$ cat config.mk
export PLATFORM = sky130hd
export DESIGN_NAME = fifo_wr_packer
export DESIGN_NICKNAME = d
export VERILOG_FILES = /design/src/rtl/fifo_pkg.sv /design/src/rtl/fifo_wr_packer_out_reg.sv /design/src/rtl/fifo_wr_packer.sv
export SDC_FILE = /design/constraint.sdc
export NUM_CORES = 1
export LEC_CHECK = 0
export BUFFER_PORTS_ARGS = -buffer_cell sky130_fd_sc_hd__buf_2
export CORE_MARGIN = 10
export CORE_UTILIZATION = 58
export CTS_BUF_LIST = sky130_fd_sc_hd__clkbuf_8
export DETAILED_ROUTE_END_ITERATION = 8
export PLACE_DENSITY = 0.89
export REMOVE_ABC_BUFFERS = 1
export SLEW_MARGIN = 25
export SYNTH_ARGS = -nofsm -noshare
export SYNTH_HDL_FRONTEND = slang
export SYNTH_SLANG_ARGS = --single-unit
$ cat constraint.sdc
create_clock -name w_clk -period 2.75 [get_ports w_clk]
set_input_delay 0.55 -clock w_clk [delete_from_list [all_inputs] [get_ports w_clk]]
set_output_delay 0.55 -clock w_clk [all_outputs]
set_load 0.03 [all_outputs]
$ cat src/rtl/fifo_pkg.sv
// Shared definitions for the FIFO write-side adapters: packed-word layout,
// field offsets and the lane packing helper.
package fifo_pkg;

    localparam int PK_IW    = 8;
    localparam int PK_RATIO = 4;
    localparam int PK_CW    = $clog2(PK_RATIO);
    localparam int PK_LW    = PK_IW * PK_RATIO;
    localparam int PK_OW    = PK_LW + PK_CW + 1;

    // Bit positions inside a packed word: last on top, count below it, lanes in the LSBs.
    localparam int LAST_POS = PK_OW - 1;
    localparam int CNT_POS  = PK_LW;

    typedef struct packed {
        logic                last;
        logic [PK_CW-1:0]    cnt;
        logic [PK_LW-1:0]    lanes;
    } packed_word_t;

    // Forms the word for a beat completing at lane idx; lanes above idx are
    // expected to be zero already in acc.
    function automatic packed_word_t pack_word(
        input logic [PK_LW-1:0] acc,
        input logic [PK_IW-1:0] beat,
        input logic [PK_CW-1:0] idx,
        input logic             last
    );
        packed_word_t w;
        w       = '0;
        w.lanes = acc;
        w.lanes[int'(idx)*PK_IW +: PK_IW] = beat;
        w.cnt   = idx;
        w.last  = last;
        return w;
    endfunction

endpackage

$ cat src/rtl/fifo_wr_packer_out_reg.sv
// Output holding register in front of a FIFO write port: holds one word until
// the FIFO is not full, and can be reloaded in the same cycle it is written.
module pack_out_reg #(
    parameter int W = 8
) (
    input  logic         w_clk,
    input  logic         w_rst_n,
    input  logic         load,
    input  logic [W-1:0] load_data,
    input  logic         fifo_full,
    output logic         can_load,
    output logic         fifo_w_en,
    output logic [W-1:0] fifo_w_data
);

    logic out_valid;
    logic fifo_wr;

    // Handshake: a word leaves when out_valid && !fifo_full; a new word may be
    // loaded whenever the register is empty or is being emptied this cycle.
    assign fifo_wr   = out_valid && !fifo_full;
    assign can_load  = !out_valid || fifo_wr;
    assign fifo_w_en = fifo_wr;

    always_ff @(posedge w_clk or negedge w_rst_n) begin
        if (!w_rst_n) begin
            out_valid   <= 1'b0;
            fifo_w_data <= '0;
        end else if (load) begin
            out_valid   <= 1'b1;
            fifo_w_data <= load_data;
        end else if (fifo_wr) begin
            out_valid   <= 1'b0;
        end
    end

endmodule

$ cat src/rtl/fifo_wr_packer.sv
// Packs RATIO narrow beats into one FIFO word with last/count sideband and
// writes it through a holding register; widths follow fifo_pkg.
module fifo_wr_packer
    import fifo_pkg::*;
#(
    parameter int IW    = PK_IW,
    parameter int RATIO = PK_RATIO,
    parameter int CW    = $clog2(RATIO),
    parameter int OW    = IW * RATIO + CW + 1
) (
    input  logic          w_clk,
    input  logic          w_rst_n,
    input  logic          in_valid,
    output logic          in_ready,
    input  logic [IW-1:0] in_data,
    input  logic          in_last,
    input  logic          fifo_full,
    output logic          fifo_w_en,
    output logic [OW-1:0] fifo_w_data,
    output logic [15:0]   words_written
);

    localparam int LW = IW * RATIO;

    logic [LW-1:0] acc;
    logic [CW-1:0] idx;
    logic          acc_done;
    logic          acc_last;
    logic          run_q;

    logic          accept;
    logic          complete_now;
    logic          can_load;
    logic          move;
    packed_word_t  move_word;

    // Input handshake: a beat transfers on in_valid && in_ready; the source
    // holds the beat stable while in_ready is low.
    assign in_ready     = run_q && !acc_done;
    assign accept       = in_valid && in_ready;
    assign complete_now = accept && (in_last || idx == CW'(RATIO - 1));
    assign move         = (complete_now || acc_done) && can_load;

    // A parked word already holds its final beat in acc; otherwise merge the live beat.
    always_comb begin
        move_word = pack_word(acc, in_data, idx, in_last);
        if (acc_done) begin
            move_word.lanes = acc;
            move_word.cnt   = idx;
            move_word.last  = acc_last;
        end
    end

    // run_q keeps in_ready low during reset and for the release cycle.
    always_ff @(posedge w_clk or negedge w_rst_n) begin
        if (!w_rst_n) begin
            run_q <= 1'b0;
        end else begin
            run_q <= 1'b1;
        end
    end

    always_ff @(posedge w_clk or negedge w_rst_n) begin
        if (!w_rst_n) begin
            acc      <= '0;
            idx      <= '0;
            acc_done <= 1'b0;
            acc_last <= 1'b0;
        end else if (move) begin
            acc      <= '0;
            idx      <= '0;
            acc_done <= 1'b0;
            acc_last <= 1'b0;
        end else if (complete_now) begin
            // Park the finished word in acc; idx stays at the completion lane.
            acc[idx*IW +: IW] <= in_data;
            acc_last          <= in_last;
            acc_done          <= 1'b1;
        end else if (accept) begin
            acc[idx*IW +: IW] <= in_data;
            idx               <= idx + 1'b1;
        end
    end

    pack_out_reg #(
        .W (OW)
    ) u_out_reg (
        .w_clk       (w_clk),
        .w_rst_n     (w_rst_n),
        .load        (move),
        .load_data   (move_word),
        .fifo_full   (fifo_full),
        .can_load    (can_load),
        .fifo_w_en   (fifo_w_en),
        .fifo_w_data (fifo_w_data)
    );

    always_ff @(posedge w_clk or negedge w_rst_n) begin
        if (!w_rst_n) begin
            words_written <= 16'd0;
        end else if (fifo_w_en) begin
            words_written <= words_written + 16'd1;
        end
    end

endmodule

# After elaboration in Yosys (flattened, before gate mapping)
# Index checks and enable logic that the tools add are counted.
[word_totals] n_memories=0 ff_bits=89 latch_bits=0 elab_cells=49 ramBits=0 inputBits=13 rom_bits=0 output_inout_bits=53
[classes] div_mod_pow=0 n_mul=0 order_cmp=0 add_sub_neg=4 bitwise_logic=0 n_eq_ne=2 muxes=15 shifts=4 n_reduce_logical=16
[ops] operator="two-way mux 32 bit" count=3
[ops] operator="bitwise mux 32 bit" count=2
[ops] operator="two-way mux 35 bit" count=1
[ops] operator="negation 5 -> 34 bit" count=1
[ops] operator="variable shift 8 x 34 -> 32 bit, first input constant" count=1
[ops] operator="variable part select 8 x 34 -> 32 bit" count=1
[ops] operator="negation 5 -> 33 bit" count=1
[ops] operator="variable shift 8 x 33 -> 32 bit, first input constant" count=1
[ops] operator="variable part select 8 x 33 -> 32 bit" count=1
[ops] operator="adder 16 x 1 -> 16 bit, second input constant" count=1
[ops] operator="two-way mux 1 bit" count=6
[ops] operator="two-way mux 2 bit" count=3
[ops] operator="nonzero test 2 bit" count=3
[ops] operator="logical AND 1 bit" count=5
[ops] operator="zero test 1 bit" count=3
[ops] operator="logical OR 1 bit" count=3
[ops] operator="nonzero test 3 bit" count=1
[ops] operator="adder 2 x 1 -> 2 bit, second input constant" count=1
[ops] operator="equality test 2 bit, second input constant" count=1
[ops] operator="!= test 2 x 1 -> 1 bit, second input constant" count=1
[ops] operator="AND reduction 2 bit" count=1

# Longest topological paths before layout
# Gate-level depths: netlist of the first run.
[depth] ltp_word=8 ltp_mapped=9 ltp_nobuf=6

# By module
# Synthesis of the first run repeated with hierarchy kept, for this count alone.
[unflattened] cells_unflattened=420 area_unflattened_um2=4593.2
[modules_own_cells] mod="fifo_wr_packer" cells_each=342 area_per_inst_um2=3100.5 seq_area_each_um2=1326.3 n_inst=1
[modules_own_cells] mod="pack_out_reg" cells_each=78 area_per_inst_um2=1492.7 seq_area_each_um2=900.9 n_inst=1

# Worst setup path after synthesis of the first run
# No wires, ideal clock.
[synth_path] path_kind="reg2reg" startpoint="register idx[0]" endpoint="register u_out_reg.fifo_w_data[25]" arrival_time_ns=1.936 path_stages_with_launch=9 slack_ns=0.742 required_ns=2.678 synth_period_minus_slack_ns=2.008 path_buffers=2 setup_time_ns=0.072 path_cell_list="dfrtp_1 buf_4 inv_1 ha_1 buf_4 or4b_1 nor2_1 a221oi_1 nor2_1"
[synth_between] elab_chain_len=5 elab_cells_between_ends=10 cone_classes="add/sub: 1; eq/ne: 1; shift: 2; mux: 2; reduce/logical: 4"
[synth_lines] item="start: declaration" line_no="fifo_wr_packer.sv:26" text="logic [CW-1:0] idx;"
[synth_lines] item="start signal: assignment" line_no="fifo_wr_packer.sv:81" text="idx <= idx + 1'b1;"
[synth_lines] item="parallel branches: the longest is 5 deep, another holds negation 5 -> 33 bit"
[synth_lines] item="end signal: assignment" line_no="fifo_wr_packer_out_reg.sv:31" text="fifo_w_data <= load_data;"
[synth_lines] item="end: declaration" line_no="fifo_wr_packer_out_reg.sv:13" text="output logic [W-1:0] fifo_w_data"
# Parallel ways; which one is timed is not known.
# A chain may end at the register's enable or synchronous reset.

# Final worst setup path of the first run
[layout_path] startpoint="register idx[1]" endpoint="register u_out_reg.fifo_w_data[0]"
# Same word-level chain as after synthesis.

==> impl_metrics.tcl, run 1 <==
set metrics [dict create \
    drc_errors 0 \
    post_drt_wl_per_cell_um 17.32 \
    fin_area_um2 4671 \
    first_iter_violations 311 \
    core_um2 6832 \
    grt_max_degree 48 \
    htreeDepth 3 \
    yosysMostFrequentCell "dfrtp_1" \
    synthTopCellsByArea "dfrtp_1, nor2_1, nand2_1, a221oi_1, nand3_1" \
    drtPass1Iterations 5 \
    hold_viol_final 0 \
    crit_end "u_out_reg.fifo_w_data[0]" \
    finalCriticalPeriod_ns 2.131 \
    synth_area_um2 4089 \
    cts_root_buf "clkbuf_8" \
    synthArstFlopShare_pct 100.0 \
    synth_top_area_cell "dfrtp_1" \
    gp_congestion 0.8407 \
    syn_avg_cell_area_um2 9.666 \
    placed_cell_area_um2 4459 \
    area_growth_pct 14.23 \
    grt_usage_pct 18.11 \
    drt_wl_total_mm 9.993 \
    utilization_pct 68.37 \
    cap_violations 0 \
    layout.nets 496 \
    reg2reg_depth 6 \
    total_power_mw 4.604 \
    crit_fanout 10 \
    r2r_end "u_out_reg.fifo_w_data[0]" \
    start_util_pct 59.85 \
    grt_pass1_vias 3402 \
    clk_pin_slew_worst_paths_ns 0.10 \
    slew_violations 0 \
    num_vias 3383 \
    relSlewSlack_pct 57.94 \
    cts_resized 0 \
    critical_path_class "flop to flop" \
    hold_path.class "primary input to asynchronous set/reset pin" \
    antenna_cells 0 \
    critPathRequiredTime_ns 3.05 \
    worst_pin_slew_ns 0.6293 \
    synth_common_cells "dfrtp_1, nor2_1, nand2_1" \
    cts_tree "built" \
    ant_nets 0 \
    die_w_um 104.0 \
    ys_seq_area_share_pct 54.47 \
    rsz0062_at_grt "no" \
    ys_ff_latch 89 \
    n_fill_cell 529 \
    placed_cells 561 \
    worst_clock_skew_ns 0.01922 \
    worstReg2RegStart "idx[1]" \
    status "complete, no violations" \
    dp_slack_ns 0.7409 \
    postCtsHoldBufs 0 \
    grt_pass1_wl_mm 16.48 \
    io_pins 66 \
    syn_inst 423 \
    worstSkewPairLatency_ns 0.36 \
    synth.distinct_cells 43 \
    grt-ovfl-total 0 \
    layout-drive-gt1-share_pct 19.54 \
    critPathLaunchType "flop" \
    fin_tns_setup_ns 0 \
    crit_path_end_kind "flop" \
    ir_worst_vdd_uv 473.4 \
    finalSetupViolCount 0 \
    fmax_ghz 0.4692 \
    die-area_um2 10810 \
    cts_sinks 89 \
    cts_buffer_depth 2 \
    dp_hpwl_mm 6.983 \
    power_density_nw_per_um2 985.7 \
    ys_warn_count 0 \
    synth_edf_count 0 \
    die_h_um 104.0 \
    p_leak_nw 2.167 \
    regToRegSetupSlack_ns 0.62 \
    cts_buffers 9 \
    startpoint "idx[1]" \
    post-cts-setup-buffers 0 \
    arrival_ns 2.43 \
    layout_worst_path_cycle_share_pct 77.49 \
    synth_top_area_share_pct 54.47 \
    setup_ws_ns 0.6189 \
    rows 30 \
    layout.cells.non_filler 577 \
    io_buffer_count 65 \
    whs_ns 0.1769 \
    ys.flop_type "dfrtp_1" \
    avgViaCountPerCell 5.863 \
    antenna_found_initial 0 \
]
logic make-up (layout without fill, tap and decap cells):
logic type | after synthesis | in the layout | share of synthesized area, %
simple gates | 200 | 200 | 22.98
flops | 89 | 89 | 54.47
compound gates | 76 | 76 | 12.73
buf+inv | 32 | 90 | 3.611
xor+xnor | 15 | 15 | 3.213
fa+ha+maj | 7 | 7 | 2.142
mux | 3 | 3 | 0.7650
other cells | 1 | 1 | 0.09171
placed cells by master, fill, tap and decap left out, drive strengths merged, types with 3 or more instances in the layout:
master   n
nor2b    6
nand4b   3
nor2    81
xor2     6
inv      5
dfrtp   89
a22oi   14
nand4    7
nand2b   4
o21ai    6
nand3   29
nand2   49
a21oi   21
nor3     4
xnor2    9
and3     4
and2     3
a31oi   11
a221oi  20
ha       7
buf     71
clkbuf  10
routing by layer:
layer / GRT usage (%) / wire (um) / vias up
li1: - / - / 1586
met1: 21.82 / 4011 / 1633
met2: 30.00 / 4949 / 149
met3: 5.514 / 853 / 15
met4: 6.262 / 179 / 0
met5: 0 / 0 / -
state kept, by name, summed over array words and instances, names as in the netlist:
name                   flops
run_q                      1
u_out_reg.fifo_w_data     35
acc                       32
u_out_reg.out_valid        1
idx                        2
acc_last                   1
words_written             16
acc_done                   1
worst min-delay path by stage:
stage	from	cells past startpoint	to
after global placement	words_written[15]	1	words_written[15]
after global routing	w_rst_n	1	words_written[13]
after detailed placement	words_written[15]	1	words_written[15]
after CTS	w_rst_n	1	u_out_reg.fifo_w_data[27]
after floorplan	w_rst_n	0	acc[0]
final	w_rst_n	1	words_written[13]
report_power, final:
part | total (mW) | internal, mW | switching, mW
sequential | 1.82 | 1.62 | 0.202
clock | 0.937 | 0.456 | 0.482
combinational | 1.84 | 0.530 | 1.31
total | 4.60 | 2.61 | 2.00
worst max-delay path, stage by stage, from the launching register on:
cell and delay (ns):
dfrtp_1 0.43, inv_1 0.12, ha_1 0.42, nor3b_1 0.39, and3_1 0.41, a221oi_1 0.17
nor2_1 0.13
layout make-up:
cell class | count | area, um2 | area share (%)
repair buffers | 71 | 385.4 | 8.251
clock buffers | 10 | 137.6 | 2.947
flip-flops and latches | 89 | 2227 | 47.68
well taps | 96 | 120.1 | 2.572
clock inverters | 6 | 73.82 | 1.580
multi-input cells | 302 | 1715 | 36.73
inverters | 3 | 11.26 | 0.2411
(Power assumes the default switching activity.)
==> run 2: changes to the inputs <==
==> constraint.sdc (replaced) <==
create_clock -name w_clk -period 2 [get_ports w_clk]
set_input_delay 0.4 -clock w_clk [delete_from_list [all_inputs] [get_ports w_clk]]
set_output_delay 0.4 -clock w_clk [all_outputs]
set_load 0.03 [all_outputs]
==> run 2 against run 1 <==
Non-clock buffer count rose by 7; routed wire length fell by 0.27%; setup slack got worse by 0.51 ns; global-route usage rose by 0.19 points; first-iteration DRC count fell by 26%; combinational power rose by 44%; cell area rose by 1.4%; sequential cell count did not move; via count rose by 1.2%; critical path depth did not move; critical endpoint is now u_out_reg.fifo_w_data[26].
==> impl_metrics.tcl, run 2 (synthesis gave the netlist of run 1 again) <==
set metrics [dict create \
    status "complete, no violations" \
    busiest_layer "met2" \
    cts_buffer_depth 2 \
    max_flop_register "u_out_reg.fifo_w_data" \
    largest_reg_flops 35 \
    crit_end "u_out_reg.fifo_w_data[26]" \
    grt_use_met2_pct 29.86 \
    worstReg2RegStart "idx[1]" \
    arrival_ns 2.19 \
    critPathRequiredTime_ns 2.30 \
    avgViaCountPerCell 5.865 \
    start_util_pct 59.85 \
    ir_worst_vdd_uv 823.5 \
    cts_tree "built" \
    area_growth_pct 15.82 \
    grt_max_degree 76 \
    grtUsageMet3_pct 4.089 \
    crit_fanout 7 \
    layout_worst_path_cycle_share_pct 94.59 \
    slew_violations 0 \
    hold_viol_final 0 \
    die-area_um2 10810 \
    finalCriticalPeriod_ns 1.892 \
    antenna_cells 0 \
    die_h_um 104.0 \
    placed_cell_area_um2 4529 \
    cap_violations 0 \
    post_drt_wl_per_cell_um 17.07 \
    critPathLaunchType "flop" \
    reg2reg_depth 6 \
    seqCellArea_um2 2227 \
    startpoint "idx[1]" \
    dp_hpwl_mm 6.964 \
    grt_util_met1_pct 22.91 \
    r2r_end "u_out_reg.fifo_w_data[26]" \
    crit_path_end_kind "flop" \
    layout_commonest_cell "dfrtp_1" \
    mostFrequentLayoutCells "dfrtp_1, nor2_1, buf_2" \
    clk_pin_slew_worst_paths_ns 0.09 \
    whs_ns 0.3510 \
    worstSkewPairLatency_ns 0.37 \
    critical_path_class "flop to flop" \
    rsz0062_at_grt "yes" \
    layout.nets 503 \
    total_power_mw 6.331 \
    multiInputGateArea_um2 1724 \
    grt-ovfl-total 0 \
    io_pins 66 \
    regToRegSetupSlack_ns 0.11 \
    die_w_um 104.0 \
    drc_errors 0 \
    htreeDepth 3 \
    fin_area_um2 4736 \
    drt_wl_total_mm 9.966 \
    cts_root_buf "clkbuf_8" \
    finalSetupViolCount 0 \
    gp_congestion 0.8264 \
    fmax_ghz 0.5286 \
    setup_ws_ns 0.1082 \
    largestRegisters "u_out_reg.fifo_w_data: 35 flops, acc: 32 flops, words_written: 16 flops" \
    power_density_nw_per_um2 1337 \
    antenna_found_initial 0 \
    hold_path.class "primary input to flop" \
    io_buffer_count 65 \
    grt_pass1_vias 3300 \
    core_um2 6832 \
    rows 30 \
    cts_sinks 89 \
    grt_pass1_wl_mm 16.60 \
    num_vias 3425 \
    n_fill_cell 535 \
    ant_nets 0 \
    layout-drive-gt1-share_pct 21.31 \
    p_leak_nw 2.202 \
    cts_buffers 9 \
    worst_clock_skew_ns 0.01533 \
    first_iter_violations 229 \
    dp_slack_ns 0.1493 \
    drtPass1Iterations 5 \
    grt_usage_pct 18.30 \
]
## run 2: worst min-delay path by stage
stage                           from                   endpoint  cells past startpoint
after floorplan              w_rst_n                     acc[0]                      0
after global placement       w_rst_n  u_out_reg.fifo_w_data[16]                      1
after detailed placement     w_rst_n  u_out_reg.fifo_w_data[20]                      1
after CTS                 in_data[6]                     acc[6]                      3
after global routing      in_data[6]                     acc[6]                      3
final                     in_data[6]                     acc[6]                      3
## run 2: worst max-delay path, cell delays in order, from the launching register on
cell      delay, ns
dfrtp_1        0.38
inv_1          0.13
ha_2           0.35
or4b_1         0.52
nor2_1         0.22
a221oi_1       0.11
nor2_1         0.11
## run 2: what timing repair did
item | CTS | global route
endpoints found under the hold margin | 1 | 0
gates resized for setup | 0 | 4
setup endpoints to repair | 0 | 23
hold buffers | 1 | 0
buffers inserted | 0 | 0
## run 2: routing by layer
layer / vias up / part of all wire, %
met5: - / 0
met4: 0 / 1.9
met3: 16 / 6.4
met2: 122 / 50
met1: 1686 / 41
li1: 1601 / -
## run 2: where the power goes
group          total (mW)  switching [mW]  internal (mW)
sequential           2.50           0.272           2.23
clock                1.18           0.677          0.503
combinational        2.65            1.83          0.820
## run 2: cell type report
type | instances | area share [%]
Timing Repair Buffer | 78 | 9.828
Sequential cell | 89 | 47.03
Tap cell | 96 | 2.536
Clock buffer | 10 | 2.906
Clock inverter | 6 | 1.057
Inverter | 3 | 0.2378
Multi-Input combinational cell | 302 | 36.41
## run 2: through the flow
step	cells	utilization [%]	setup TNS [ns]
finish	584	69.32	0
global route	584	69.32	-0.2209
CTS	584	69.19	0
global placement	567	66.30	0
floorplan	394	-	-32.81
detailed placement	567	66.30	0
